File: config.mk
export PLATFORM = sky130hd
export DESIGN_NAME = maxnet_feeder
export DESIGN_NICKNAME = d
export VERILOG_FILES = /design/src/rtl/maxnet_feeder.sv
export SDC_FILE = /design/constraint.sdc
export NUM_CORES = 1
export LEC_CHECK = 0
export CAP_MARGIN = 25
export CORE_MARGIN = 1.5
export CORE_UTILIZATION = 41
export DETAILED_ROUTE_END_ITERATION = 12
export GPL_ROUTABILITY_DRIVEN = 0
export PLACE_DENSITY = 0.76
export SLEW_MARGIN = 20
export SYNTH_ARGS = -nofsm -noshare
export SYNTH_HDL_FRONTEND = slang
export SYNTH_SLANG_ARGS = --single-unit
export TNS_END_PERCENT = 1
File: constraint.sdc
create_clock -name clk -period 2.8 [get_ports clk]
set_input_delay 0.56 -clock clk [delete_from_list [all_inputs] [get_ports clk]]
set_output_delay 0.56 -clock clk [all_outputs]
set_load 0.01 [all_outputs]
File: src/rtl/maxnet_feeder.sv
// Host-side feeder for the Maxnet core: packs four words, pulses start, waits, returns Result.
// Optional MAXNET_CHECK_EN adds a reference-max tracker that flags mismatching results on chk_err.
module maxnet_feeder #(
   parameter int DATA_W      = 32,
   parameter int WAIT_CYCLES = 64,
   parameter int CNT_W       = 7
) (
   input  logic              clk,
   input  logic              rst,
   input  logic [DATA_W-1:0] in_data,
   input  logic              in_valid,
   output logic              in_ready,
   output logic [DATA_W-1:0] mx_a0,
   output logic [DATA_W-1:0] mx_a1,
   output logic [DATA_W-1:0] mx_a2,
   output logic [DATA_W-1:0] mx_a3,
   output logic              mx_start,
   input  logic [DATA_W-1:0] mx_result,
   output logic [DATA_W-1:0] out_data,
   output logic              out_valid,
   input  logic              out_ready,
   output logic              busy,
   output logic              chk_err
);

   typedef enum logic [1:0] {
      LOAD  = 2'd0,
      START = 2'd1,
      WAIT  = 2'd2,
      OUT   = 2'd3
   } state_t;

   state_t            state_r;
   state_t            state_nxt_s;
   logic [1:0]        idx_r;
   logic [CNT_W-1:0]  cnt_r;
   logic [DATA_W-1:0] a_r [4];
   logic              in_ready_r;
   logic              mx_start_r;
   logic              busy_r;
   logic [DATA_W-1:0] out_data_r;
   logic              out_valid_r;
   logic              beat_s;
   logic              done_s;
   logic              take_s;

   assign beat_s = in_valid & in_ready_r;
   assign done_s = (cnt_r == CNT_W'(WAIT_CYCLES - 1));
   assign take_s = out_valid_r & out_ready;

   assign in_ready  = in_ready_r;
   assign mx_a0     = a_r[0];
   assign mx_a1     = a_r[1];
   assign mx_a2     = a_r[2];
   assign mx_a3     = a_r[3];
   assign mx_start  = mx_start_r;
   assign busy      = busy_r;
   assign out_data  = out_data_r;
   assign out_valid = out_valid_r;

   // Next-state decode for the load/start/wait/out sequence.
   always_comb begin
      state_nxt_s = state_r;
      case (state_r)
         LOAD: begin
            if (beat_s && (idx_r == 2'd3)) begin
               state_nxt_s = START;
            end else begin
               state_nxt_s = LOAD;
            end
         end
         START: state_nxt_s = WAIT;
         WAIT: begin
            if (done_s) begin
               state_nxt_s = OUT;
            end else begin
               state_nxt_s = WAIT;
            end
         end
         OUT: begin
            if (take_s) begin
               state_nxt_s = LOAD;
            end else begin
               state_nxt_s = OUT;
            end
         end
         default: state_nxt_s = LOAD;
      endcase
   end

   // State register.
   always_ff @(posedge clk) begin
      if (rst) begin
         state_r <= LOAD;
      end else begin
         state_r <= state_nxt_s;
      end
   end

   // Slot index, settle counter, operand registers and handshake outputs.
   always_ff @(posedge clk) begin
      if (rst) begin
         idx_r       <= 2'd0;
         cnt_r       <= {CNT_W{1'b0}};
         a_r[0]      <= {DATA_W{1'b0}};
         a_r[1]      <= {DATA_W{1'b0}};
         a_r[2]      <= {DATA_W{1'b0}};
         a_r[3]      <= {DATA_W{1'b0}};
         mx_start_r  <= 1'b0;
         in_ready_r  <= 1'b1;
         busy_r      <= 1'b0;
         out_data_r  <= {DATA_W{1'b0}};
         out_valid_r <= 1'b0;
      end else begin
         // Handshake flags are decoded from the next state so they line up with state_r.
         mx_start_r <= (state_nxt_s == START);
         in_ready_r <= (state_nxt_s == LOAD);
         busy_r     <= (state_nxt_s != LOAD);
         case (state_r)
            LOAD: begin
               if (beat_s) begin
                  a_r[idx_r] <= in_data;
                  idx_r      <= idx_r + 2'd1;
               end
            end
            START: cnt_r <= {CNT_W{1'b0}};
            WAIT: begin
               cnt_r <= cnt_r + CNT_W'(1);
               if (done_s) begin
                  out_data_r  <= mx_result;
                  out_valid_r <= 1'b1;
               end
            end
            OUT: begin
               if (take_s) begin
                  out_valid_r <= 1'b0;
               end
            end
            default: out_valid_r <= 1'b0;
         endcase
      end
   end

`ifdef MAXNET_CHECK_EN
   logic [DATA_W-1:0] ref_max_r;
   logic              chk_err_r;

   function automatic logic f_is_zero(input logic [DATA_W-1:0] f);
      return (f[DATA_W-2:0] == {(DATA_W-1){1'b0}});
   endfunction

   function automatic logic f_equal(input logic [DATA_W-1:0] a, input logic [DATA_W-1:0] b);
      return (a == b) || (f_is_zero(a) && f_is_zero(b));
   endfunction

   // IEEE ordering: sign first, then magnitude, with negatives reversed.
   function automatic logic f_greater(input logic [DATA_W-1:0] a, input logic [DATA_W-1:0] b);
      logic gt;
      if (f_is_zero(a) && f_is_zero(b)) begin
         gt = 1'b0;
      end else if (a[DATA_W-1] != b[DATA_W-1]) begin
         gt = ~a[DATA_W-1];
      end else if (a[DATA_W-1] == 1'b0) begin
         gt = (a[DATA_W-2:0] > b[DATA_W-2:0]);
      end else begin
         gt = (a[DATA_W-2:0] < b[DATA_W-2:0]);
      end
      return gt;
   endfunction

   // Reference max tracking and result check at capture.
   always_ff @(posedge clk) begin
      if (rst) begin
         ref_max_r <= {DATA_W{1'b0}};
         chk_err_r <= 1'b0;
      end else begin
         if ((state_r == LOAD) && beat_s) begin
            chk_err_r <= 1'b0;
            if ((idx_r == 2'd0) || f_greater(in_data, ref_max_r)) begin
               ref_max_r <= in_data;
            end
         end else if ((state_r == WAIT) && done_s) begin
            chk_err_r <= ~f_equal(mx_result, ref_max_r);
         end
      end
   end

   assign chk_err = chk_err_r;
`else
   assign chk_err = 1'b0;
`endif

endmodule

## After elaboration in Yosys (flattened, before gate mapping)

Memory sizes are Yosys's and may differ from the RTL's.
Index checks and enable logic that the tools add are counted.

| storage, ports and cells | value |
|---|---|
| register bits | 47 |
| latch bits | 0 |
| memory bits (writable) | 128 |
| ROM bits | 0 |
| bits of input ports | 68 |
| output and inout port bits | 165 |
| word-level logic and storage cells | 48 |
| memories kept | 1 |

| operators by class | value |
|---|---|
| $add $sub $neg | 2 |
| multiply operators | 0 |
| divide/modulo/power cells | 0 |
| $lt $le $gt $ge | 0 |
| equality and inequality tests | 8 |
| shifts and indexed selects | 0 |
| mux-type cells | 17 |
| bitwise logic cells | 2 |
| reductions and logical operators | 10 |

Memories:

| name | words | bits a word | read ports | clocked after Yosys merged registers in | wr ports | RTL line | source |
|---|---|---|---|---|---|---|---|
| a_r | 4 | 32 | 4 | 0 | 4 | 37 | `logic [DATA_W-1:0] a_r [4];` |

Operators by type and width:

| kind | number |
|---|---|
| $mux 32 | 1 |
| $reduce_or 32->1 | 1 |
| $pmux 7 s2 | 1 |
| $mux 1 | 11 |
| $pmux 2 s4 | 1 |
| $add 7x1->7 const B | 1 |
| $eq 7x6->1 const B | 1 |
| $eq 2x2->1 const B | 3 |
| $reduce_bool 2->1 | 3 |
| $eq 2x1->1 const B | 2 |
| $logic_not 2->1 | 2 |
| $mux 2 | 2 |
| $ne 2x2->1 const B | 2 |
| $reduce_and 2->1 | 2 |
| $reduce_and 3->1 | 1 |
| $add 2x1->2 const B | 1 |
| $and 1x1->1 | 2 |
| $pmux 1 s2 | 1 |
| $logic_and 1x1->1 | 1 |

## Depth between registers and ports, before layout

| logic depth | value |
|---|---|
| depth in word-level cells | 7 |
| gate-level depth with buffers | 7 |
| gate-level depth less buffers | 5 |

## Worst setup path before layout

Ideal clock, no wire load.

| timing | value |
|---|---|
| path type | in2reg |
| start | input in_valid |
| end | memory a_r[3][0], enable pin |
| library setup time | 428 ps |
| arrival | 2,337 ps |
| data required time | 2,372 ps |
| setup slack | 35 ps |
| stages | 2 |
| path buffers | 0 |
| cells stage by stage | nand3_1 -> o21bai_1 |

RTL lines:

| item | RTL line | source |
|---|---|---|
| start, declared | 11 | `input logic in_valid,` |
| end, declared | 37 |  |

## Worst setup path in the final report

| timing | value |
|---|---|
| start | register out_valid_r (netlist: out_valid) |
| end | output out_valid |

RTL lines:

| item | RTL line | source |
|---|---|---|
| start, declared | 42 | `logic out_valid_r;` |
| start signal, assigned | 113 | `out_valid_r <= 1'b0;` |
| start signal, assigned | 131 | `out_valid_r <= 1'b1;` |
| start signal, assigned | 136 | `out_valid_r <= 1'b0;` |
| end, declared | 20 | `output logic out_valid,` |

No word-level cell between the ends.

==> reports/results.txt <==
Wire length of the first global-routing pass - 25.8 mm
Critical path's slowest cell - clkdlybuf4s50_1
Post-synth top flop - edfxtp_1
Critical path launch point type - register
Post-synth EDFFs - 128
Final hold slack - 0.477 ns
Critical path buffers and inverters - 1
Routed Antenna Nets - 0
Reg clk slew, reported paths - 0.06 ns
Max-cap violations - 0
Peak VDD IR - 0.000416 V
Port buffer count - 231
Post-synthesis cell type count - 38
Mapped Cells - 503
Dominant cell type by area after synthesis - edfxtp_1
Critical path's largest stage delay - 0.59 ns
Drt first pass iters - 4
Cells after DPL - 933
Post-cts resize count - 0
WS Path Type - register to output pin
Crit path arrival time - 1.38 ns
Vias per cell - 4.92
Die area - 0.0172 mm²
Slew @ Worst Pin - 0.607 ns
CP Cell Sequence - clkdlybuf4s50_1
Vias in the first global route - 4,854
Core box area - 0.0160 mm²
Root Driver - clkbuf_16
Layout Skew - 0.00883 ns
Overall Global Routing Usage - 19.2%
Final std cells w/o fill - 965
Power per standard cell area - 698 mW/mm²
Cell Area, Placed - 0.00929 mm²
Setup violators final - 0
Synth Register Bits - 175
Top cells by area, synth - edfxtp_1 (57%), dfxtp_1 (14%), and2_1 (12%)
Pins Over Slew Limit - 0
CP top delay family - buffers and inverters
Slew margin rel. - 59.4%
Starting Density - 42.2%
Grt ovf - 0
Die H - 131 µm
# rows - 46
Post-DP HPWL - 11.7 mm
Synth warn - 0
Initial DRC Count - 239
Fin crit share - 69.3%
Initial antenna violation count - 1
Clock Path Buffers - 2
Status - finished, final reports clean
HP Class - register to register
Largest net degree at the start of global routing - 45
RSZ-0062 raised after global routing - no
Cts hold-fix bufs - 0
FFs w/ async S/R, synth - 0%
Worst skew pair latency - 0.42 ns
Crit Path Max Fanout - 3
Layout net count - 810
Cell area after synthesis - 0.00675 mm²
Top cell type's share of synthesized area - 56.9%
Leakage - 3.56 nW
Req. time, crit path - 2.24 ns
Tmin final - 1.94 ns
Endpoints failing hold - 0
Setup TNS - 0 ns
Num CTS Buffers - 17
Layout cells sized above 1 - 7.08%
Net Count, Synth - 577
Mean Syn Cell Area - 13.4 µm²
Antenna diodes - 0
CP endpoint kind - output pin
Vias - 4,748
Detailed Route WL - 16.5 mm
Num ports - 233
H-tree Lvls - 4
TritonCTS clock tree - done
Clock Sink Count - 175
Postcts setup bufs - 0
Layout area overhead - 45.8%
Cell area after layout - 0.00984 mm²
Chip Width - 131 µm
Routed WL per cell - 17.1 µm
# DRC - 0
Sequential share of the synthesized area - 70.9%
Fmax - 515 MHz
==> per-layer routing <==
metal | vias to the layer above | routed length (µm) | track usage (%)
met2 | 232 | 8170 | 32.9
met4 | 0 | 270 | 6.79
met1 | 2263 | 6360 | 21.7
met3 | 20 | 1690 | 7.64
li1 | 2233 | - | -
met5 | - | 0 | 0
==> power breakdown <==
part           leakage [nW]  switching [mW]  total, mW  internal [mW]
sequential             1.71           0.128       3.28           3.15
clock                 0.250           0.967       2.20           1.23
combinational          1.60           0.654       1.40          0.744
==> kinds of logic (layout without fill, tap and decap cells) <==
logic type	after synthesis	after routing	synth area share, %
simple gates	196	196	17.5
fa+ha+maj	6	6	1.11
other cells	1	1	0.0555
xor+xnor	5	5	0.648
buf+inv	38	284	3.08
flops	175	175	70.9
compound gates	80	80	6.47
mux	2	2	0.296
==> metrics by stage <==
step	utilization (%)	worst slack [ns]	total power [mW]
after floorplan	-	0.0354	3.93
after global placement	58.1	0.510	4.69
after detailed placement	58.1	0.463	4.74
after CTS	61.5	0.839	6.95
after global routing	61.5	0.711	7.14
final	61.5	0.858	6.87
==> cell usage after synthesis (all sizes together), types with 2 or more instances <==
master / instances
clkbuf: 20
nor2: 9
buf: 14
edfxtp: 128
nand4: 2
nand3: 37
a21oi: 36
o21bai: 2
and4b: 2
nand2: 5
mux2i: 2
ha: 6
inv: 4
xor2: 4
nand2b: 2
o211a: 2
and3b: 2
dfxtp: 47
and2: 128
or2: 3
o21ai: 34
==> registers in the layout, summed over array words and instances, names as in the netlist <==
| signal | count |
|---|---|
| in_ready | 1 |
| mx_start | 1 |
| idx_r | 2 |
| out_data | 32 |
| busy | 1 |
| a_r | 128 |
| state_r | 2 |
| out_valid | 1 |
| cnt_r | 7 |
==> path summary, 6_finish.rpt <==
path | endpoint | start | cells after the start | slack [ns]
max | out_valid | out_valid | 1 | 0.86
min | out_data[0] | out_data[0] | 2 | 0.48
max reg2reg | a_r[2][7] | state_r[1] | 6 | 0.87
min reg2reg | out_data[0] | out_data[0] | 2 | 0.48
==> final cells by class <==
cell class / count / area, µm²
fill: 1243 / 6160
sequential: 175 / 4780
timing repair buffer: 248 / 2450
multi-input combinational: 290 / 1770
clock buffer: 21 / 440
tap: 216 / 270
clock inverter: 11 / 109
inverter: 4 / 15.0
==> placed cells by master, fill, tap and decap left out, types with 6 or more instances in the layout <==
master / n
edfxtp_1: 128
and2_1: 128
nand3_1: 37
a21oi_1: 36
nor2_1: 9
o21ai_0: 34
clkdlybuf4s50_1: 231
ha_1: 6
buf_4: 16
clkbuf_16: 17
dfxtp_1: 47
==> tightest hold or removal path, stage by stage (launching register included) <==
cell	delay, ns
dfxtp_1	0.30
o21ai_0	0.06
a21oi_1	0.06
Power figures use the tool's default switching activity.
